## src/rtl/parking_lot_ctrl.sv

```systemverilog
// Parking-lot controller: tracks spot occupancy, grants the lowest free spot on
// entry, releases a named spot on exit, flags rejected requests and drives a
// retriggerable door-open timer.
//
// Request/response semantics: enter_req and exit_req are single-cycle strobes
// with no back-pressure. Each strobe sampled at a rising edge produces exactly
// one registered response visible after that same edge: alloc_valid or
// reject_full for an entry, a cleared occupancy bit or reject_exit for an exit.
module parking_lot_ctrl #(
    parameter int NUM_SPOTS   = 8,
    parameter int DOOR_CYCLES = 4,
    localparam int SPOT_W     = $clog2(NUM_SPOTS),
    localparam int CNT_W      = $clog2(NUM_SPOTS + 1)
) (
    input  logic                 clk,
    input  logic                 rst,
    input  logic                 enter_req,
    input  logic                 exit_req,
    input  logic [SPOT_W-1:0]    exit_spot,
    output logic [NUM_SPOTS-1:0] occupancy,
    output logic [CNT_W-1:0]     count,
    output logic                 full,
    output logic                 empty,
    output logic                 alloc_valid,
    output logic [SPOT_W-1:0]    alloc_spot,
    output logic                 reject_full,
    output logic                 reject_exit,
    output logic                 door_open
);

    // Occupancy padded to every index exit_spot can encode; the padding bits
    // are always zero, so an out-of-range exit simply sees a free spot.
    localparam int IDX_N = 1 << SPOT_W;
    localparam int TMR_W = $clog2(DOOR_CYCLES + 1);

    typedef enum logic {
        CLOSED = 1'b0,
        OPEN   = 1'b1
    } door_state_t;

    door_state_t          state_q, state_n;
    logic [TMR_W-1:0]     timer_q, timer_n;

    logic [IDX_N-1:0]     occ_ext;
    logic [IDX_N-1:0]     occ_nxt_ext;
    logic [SPOT_W-1:0]    free_idx;
    logic                 lot_full;
    logic                 alloc_ok;
    logic                 exit_ok;
    logic                 accepted;
    logic [CNT_W-1:0]     count_n;

    // Decide entry/exit outcomes against the pre-edge occupancy.
    always_comb begin
        occ_ext  = IDX_N'(occupancy);
        lot_full = &occupancy;
        alloc_ok = enter_req && !lot_full;
        exit_ok  = exit_req && occ_ext[exit_spot];
        accepted = alloc_ok || exit_ok;

        // Scan downwards so the lowest free index wins.
        free_idx = '0;
        for (int i = NUM_SPOTS - 1; i >= 0; i--) begin
            if (!occupancy[i]) begin
                free_idx = SPOT_W'(i);
            end
        end

        // free_idx is always an occupied-before-edge-free spot, so it can
        // never coincide with the spot released in the same cycle.
        occ_nxt_ext = occ_ext;
        if (alloc_ok) begin
            occ_nxt_ext[free_idx] = 1'b1;
        end
        if (exit_ok) begin
            occ_nxt_ext[exit_spot] = 1'b0;
        end

        case ({alloc_ok, exit_ok})
            2'b10:   count_n = count + CNT_W'(1);
            2'b01:   count_n = count - CNT_W'(1);
            default: count_n = count;
        endcase
    end

    // Occupancy, count, status flags and response pulses.
    always_ff @(posedge clk) begin
        if (rst) begin
            occupancy   <= '0;
            count       <= '0;
            full        <= 1'b0;
            empty       <= 1'b1;
            alloc_valid <= 1'b0;
            alloc_spot  <= '0;
            reject_full <= 1'b0;
            reject_exit <= 1'b0;
        end else begin
            occupancy   <= occ_nxt_ext[NUM_SPOTS-1:0];
            count       <= count_n;
            full        <= (count_n == CNT_W'(NUM_SPOTS));
            empty       <= (count_n == '0);
            alloc_valid <= alloc_ok;
            alloc_spot  <= alloc_ok ? free_idx : '0;
            reject_full <= enter_req && lot_full;
            reject_exit <= exit_req && !exit_ok;
        end
    end

    // Door FSM state and timer register.
    always_ff @(posedge clk) begin
        if (rst) begin
            state_q <= CLOSED;
            timer_q <= '0;
        end else begin
            state_q <= state_n;
            timer_q <= timer_n;
        end
    end

    // Door FSM next state: any accepted event (re)loads the hold timer.
    always_comb begin
        state_n = state_q;
        timer_n = timer_q;
        if (accepted) begin
            state_n = OPEN;
            timer_n = TMR_W'(DOOR_CYCLES - 1);
        end else if (state_q == OPEN) begin
            if (timer_q == '0) begin
                state_n = CLOSED;
            end else begin
                timer_n = timer_q - TMR_W'(1);
            end
        end
    end

    assign door_open = (state_q == OPEN);

endmodule
```

## config.mk

```make
export PLATFORM = sky130hd
export DESIGN_NAME = parking_lot_ctrl
export DESIGN_NICKNAME = d
export VERILOG_FILES = /design/src/rtl/parking_lot_ctrl.sv
export SDC_FILE = /design/constraint.sdc
export NUM_CORES = 1
export LEC_CHECK = 0
export ABC_CLOCK_PERIOD_IN_PS = 4100
export CAP_MARGIN = 20
export CORE_MARGIN = 2
export CORE_UTILIZATION = 48
export DETAILED_ROUTE_END_ITERATION = 10
export HOLD_SLACK_MARGIN = 0.08
export PLACE_DENSITY = 0.76
export SKIP_LAST_GASP = 1
export SYNTH_ARGS = -nofsm -noshare
export SYNTH_HDL_FRONTEND = slang
export SYNTH_SLANG_ARGS = --single-unit
```

## constraint.sdc

```tcl
create_clock -name clk -period 4.1 [get_ports clk]
set_input_delay 0.82 -clock clk [delete_from_list [all_inputs] [get_ports clk]]
set_output_delay 0.82 -clock clk [all_outputs]
set_load 0.01 [all_outputs]
```

==> results <==
- Summing the sequential cell areas from Yosys gives 39.9% of the chip area.
- The total non-filler cell area in the finished layout is 0.00156 mm².
- For this run, the number of Yosys warnings is 0.
- By area the synthesized netlist is led by dfxtp_1 (40%), ha_1 (6.2%), a21oi_1 (4.6%).
- Dividing the detail-routed wire length by the instance count gives 13.6 µm.
- The flow ran to the end, and the final reports show no timing, DRC or antenna violations.
- In this run the mean area of a mapped cell was 9.40 µm².
- For this run, the total global-route usage over all layers was measured as 18.9%.
- The layout overhead on the synthesized area is 29.8%.
- Summed over all nets, wire length on met3 after detailed routing comes to 88 µm.
- The area inside the core boundary is 0.00243 mm².
- Global routing finished with a remaining overflow of 0.
- The cell area after placement is 0.00151 mm².
- The sink count of the clock tree is 24.
- The setup path with the least slack is of type in2reg.
- On the critical path the largest part of the delay comes from multiplexers.
- Using the TritonRoute via totals, the vias-per-cell ratio works out to 5.61.
- The worst hold path belongs to the class reg2reg.
- The static power due to leakage is 0.600 nW.
- The number of global-route vias before repair came to 950.
- The flip-flop and latch count after synthesis is 24.
- The worst-case vdd ir drop is 0.000249 V.
- The number of clock buffers added by TritonCTS is 3.
- The fraction of synthesis flops using an asynchronous set or reset pin is 0%.
- The number of antenna violations at the first check in global routing is 0.
- For the worst flop-to-flop path, the logic depth is 10.
- The first global-routing pass estimated 4050 µm of wire.
- The layout cell share with drive strength beyond 1 is 9.49%.
- After clock tree synthesis, the clock-pin slew on the worst setup and hold paths is 0.15 ns.
- The worst hold slack after final layout is 0.499 ns.
- On the worst path, the slowest cell contributes a delay of 0.59 ns.
- The cell area that synthesis handed to floorplanning was 0.00120 mm².
- The post-cts resize count is 0.
- Across the routed clock network, the largest skew measured is 0.0115 ns.
- The power density relative to cell area is 325 mW/mm².
- The weighted congestion reported at the end of routability-driven placement is 0.832.
- The number of nets handed over by synthesis was 141.
- The time the final worst path needs with I/O delays and setup is 3.81 ns.
- In the final design database the tool counted 172 nets.
- By count the netlist is led by dfxtp_1 (24), a21oi_1 (11), nor2_1 (9).
- The critical path goes through clkdlybuf4s50_1 -> mux4_2 -> mux2_2 -> and2_4 -> ha_1 -> xor2_1 -> ha_1 -> a21oi_1 -> mux2i_1 -> mux2_2 -> a221oi_1.
- The transition time at the pin with the least slew margin is 0.749 ns.
- Setup repair after global routing left no endpoint under its margin.
- The total count of hold-check failures in the final report is 0.
- The critical path runs through a total of 11 cells.
- At the worst endpoint, the arrival time is 4.04 ns.
- For this block, the initial DRC count from the detailed router was 27.
- The number of max-capacitance violations reported is 0.
- 0 antenna diodes ended up in the layout.
- The wire-length estimate of the detail-placed layout is 1880 µm.
- The synthesized netlist cell count is 128.
- The worst path uses 92.9% of the clock period.
- The share of synthesized area in the top cell type comes to 39.9%.
- The most frequent cell after synthesis is dfxtp_1.
- Hold repair after CTS inserted 0 buffers.
- For this design, the slowest cell found on the critical path is clkdlybuf4s50_1.
- The cell sitting at the root of the clock tree is a clkbuf_4.
- The number of buffers inserted to repair setup after CTS is 0.
- The number of routed nets with antenna violations is 0.
- The highest achievable clock rate is 0.263 GHz.
- The met2 wirelength from detailed routing is 1230 µm.
- The clock tree buffer depth is 2.
- The met1 routed wirelength after detailed routing is 1220 µm.
- The worst setup path is launched from an input pin.
- Port buffering added 27 buffers.
- The die covers 0.00292 mm².
- Setup violations remaining at the end of the flow were counted as 0.
- The worst setup path is captured at a flop.
- The dominant synthesized flop cell is dfxtp_1.
- The highest metal layer with signal wires is met4.
- Before antenna repair, the detailed router went through 4 iterations.
- The row count is 18.
- Clock latency on the worst-skew pair, taken at its later pin, is 0.32 ns.
- Together, buffers and inverters on the worst path number 1.
- The boundary pin count is 28.
- The effective utilization at floorplan is 49.5%.
- Wires add up to 2570 µm.
- The die is 54.1 µm tall.
- The post-synthesis cell type with the largest combined area is dfxtp_1.
- Of all nets on the critical path, the largest fanout is 5.
- Entering global routing, the biggest net connects 21 pins.
- The normalized max-slew margin is 49.9%.
- Counting distinct cell types in the post-synthesis netlist gives 38.
- Along the worst hold path, the cell count comes to 2.
- Measured along the x axis, the die boundary spans 54.1 µm.
- The number of enable-type register cells in the synthesized netlist is 0.
- The count of vias placed by the detailed router is 1,055.
- After detailed routing, the number of remaining DRC violations is 0.
- The critical path data required time is 4.33 ns.
- TritonCTS built the clock tree.
- The number of pins exceeding their max-slew limit in the final report was 0.
- CTS built an H-tree with a depth of 1.
[report_power, final]
| group | switching (mW) | leakage (nW) | internal, mW |
|---|---|---|---|
| sequential | 0.0102 | 0.196 | 0.244 |
| clock | 0.0766 | 0.0279 | 0.0989 |
| combinational | 0.0361 | 0.376 | 0.0418 |
| total | 0.123 | 0.600 | 0.384 |
[worst register-to-register path: cells and delay by family, from the launching register on]
| family | cells | cell delay, ns |
|---|---|---|
| multiplexers | 4 | 1.43 |
| adder cells (fa/ha/maj) | 2 | 0.41 |
| flip-flops | 1 | 0.41 |
| AO/OA/AOI/OAI | 2 | 0.39 |
| AND/OR/NAND/NOR | 1 | 0.17 |
| XOR/XNOR | 1 | 0.17 |
[stage by stage]
stage / util [%] / setup WS, ns / instances / TNS (ns) / power [mW]
after global routing: 64.2 / 0.135 / 188 / 0 / 0.529
after detailed placement: 62.1 / -0.0281 / 184 / -0.0281 / 0.337
after floorplan: - / 0.584 / 128 / 0 / 0.303
final: 64.2 / 0.291 / 188 / 0 / 0.507
after global placement: 62.1 / 0.0805 / 184 / 0 / 0.334
after CTS: 64.2 / 0.289 / 188 / 0 / 0.515
[sequential cells by signal (all words and copies together) (netlist names)]
signal,count
reject_exit,1
full,1
empty,1
count,4
door_open,1
alloc_spot,3
occupancy,8
alloc_valid,1
reject_full,1
timer_q,3
[worst paths after layout]
| kind | slack, ns | start | to |
|---|---|---|---|
| setup / recovery | 0.29 | exit_spot[0] | empty$_SDFF_PP1_ |
| hold / removal | 0.50 | timer_q[1]$_SDFFE_PP0P_ | timer_q[1]$_SDFFE_PP0P_ |
| setup reg to reg | 1.01 | occupancy[4]$_SDFF_PP0_ | empty$_SDFF_PP1_ |
| hold reg to reg | 0.50 | timer_q[1]$_SDFFE_PP0P_ | timer_q[1]$_SDFFE_PP0P_ |
[logic make-up after synthesis]
family                   synth area share [%]
AND/OR/NAND/NOR                          22.8
multiplexers                             7.28
buffers and inverters                    3.85
AO/OA/AOI/OAI                            17.0
adder cells (fa/ha/maj)                  6.24
flip-flops                               39.9
XOR/XNOR                                 2.91
[cell type report]
class / count / area (µm²)
Clock buffer: 3 / 22.5
Clock inverter: 1 / 30.0
Fill cell: 214 / 870
Inverter: 6 / 22.5
Multi-Input combinational cell: 94 / 677
Sequential cell: 24 / 480
Tap cell: 30 / 37.5
Timing Repair Buffer: 30 / 293
[layer usage]
metal	vias to the layer above	global-route usage (%)
met2	27	30.9
met1	496	24.8
met3	4	2.78
li1	528	-
met5	-	0
met4	0	7.50
[cell usage in the layout, fill, tap and decap left out]
cell type        count
and3_4               1
and3b_1              1
nand3_1              4
nor2b_1              5
and2_4               1
or2_2                1
nand2b_1             2
a32oi_1              1
and2b_1              1
nand2_1              7
a21oi_1             11
a211oi_1             6
xor2_1               3
and3_1               2
dfxtp_1             24
nor3_1               1
xnor2_1              1
buf_4                3
a221oi_1             1
clkbuf_4             3
nor3b_1              6
a311oi_1             2
and2_1               1
inv_1                6
ha_1                 6
o21ai_0              5
a31oi_1              2
and4_1               3
a21boi_0             1
mux4_2               2
clkdlybuf4s50_1     27
a211o_1              1
and3b_4              1
mux2i_1              2
nor2_1               9
mux2_2               2
a41oi_1              1
o21bai_1             1
bufinv_16            1
(Power assumes the default switching activity.)
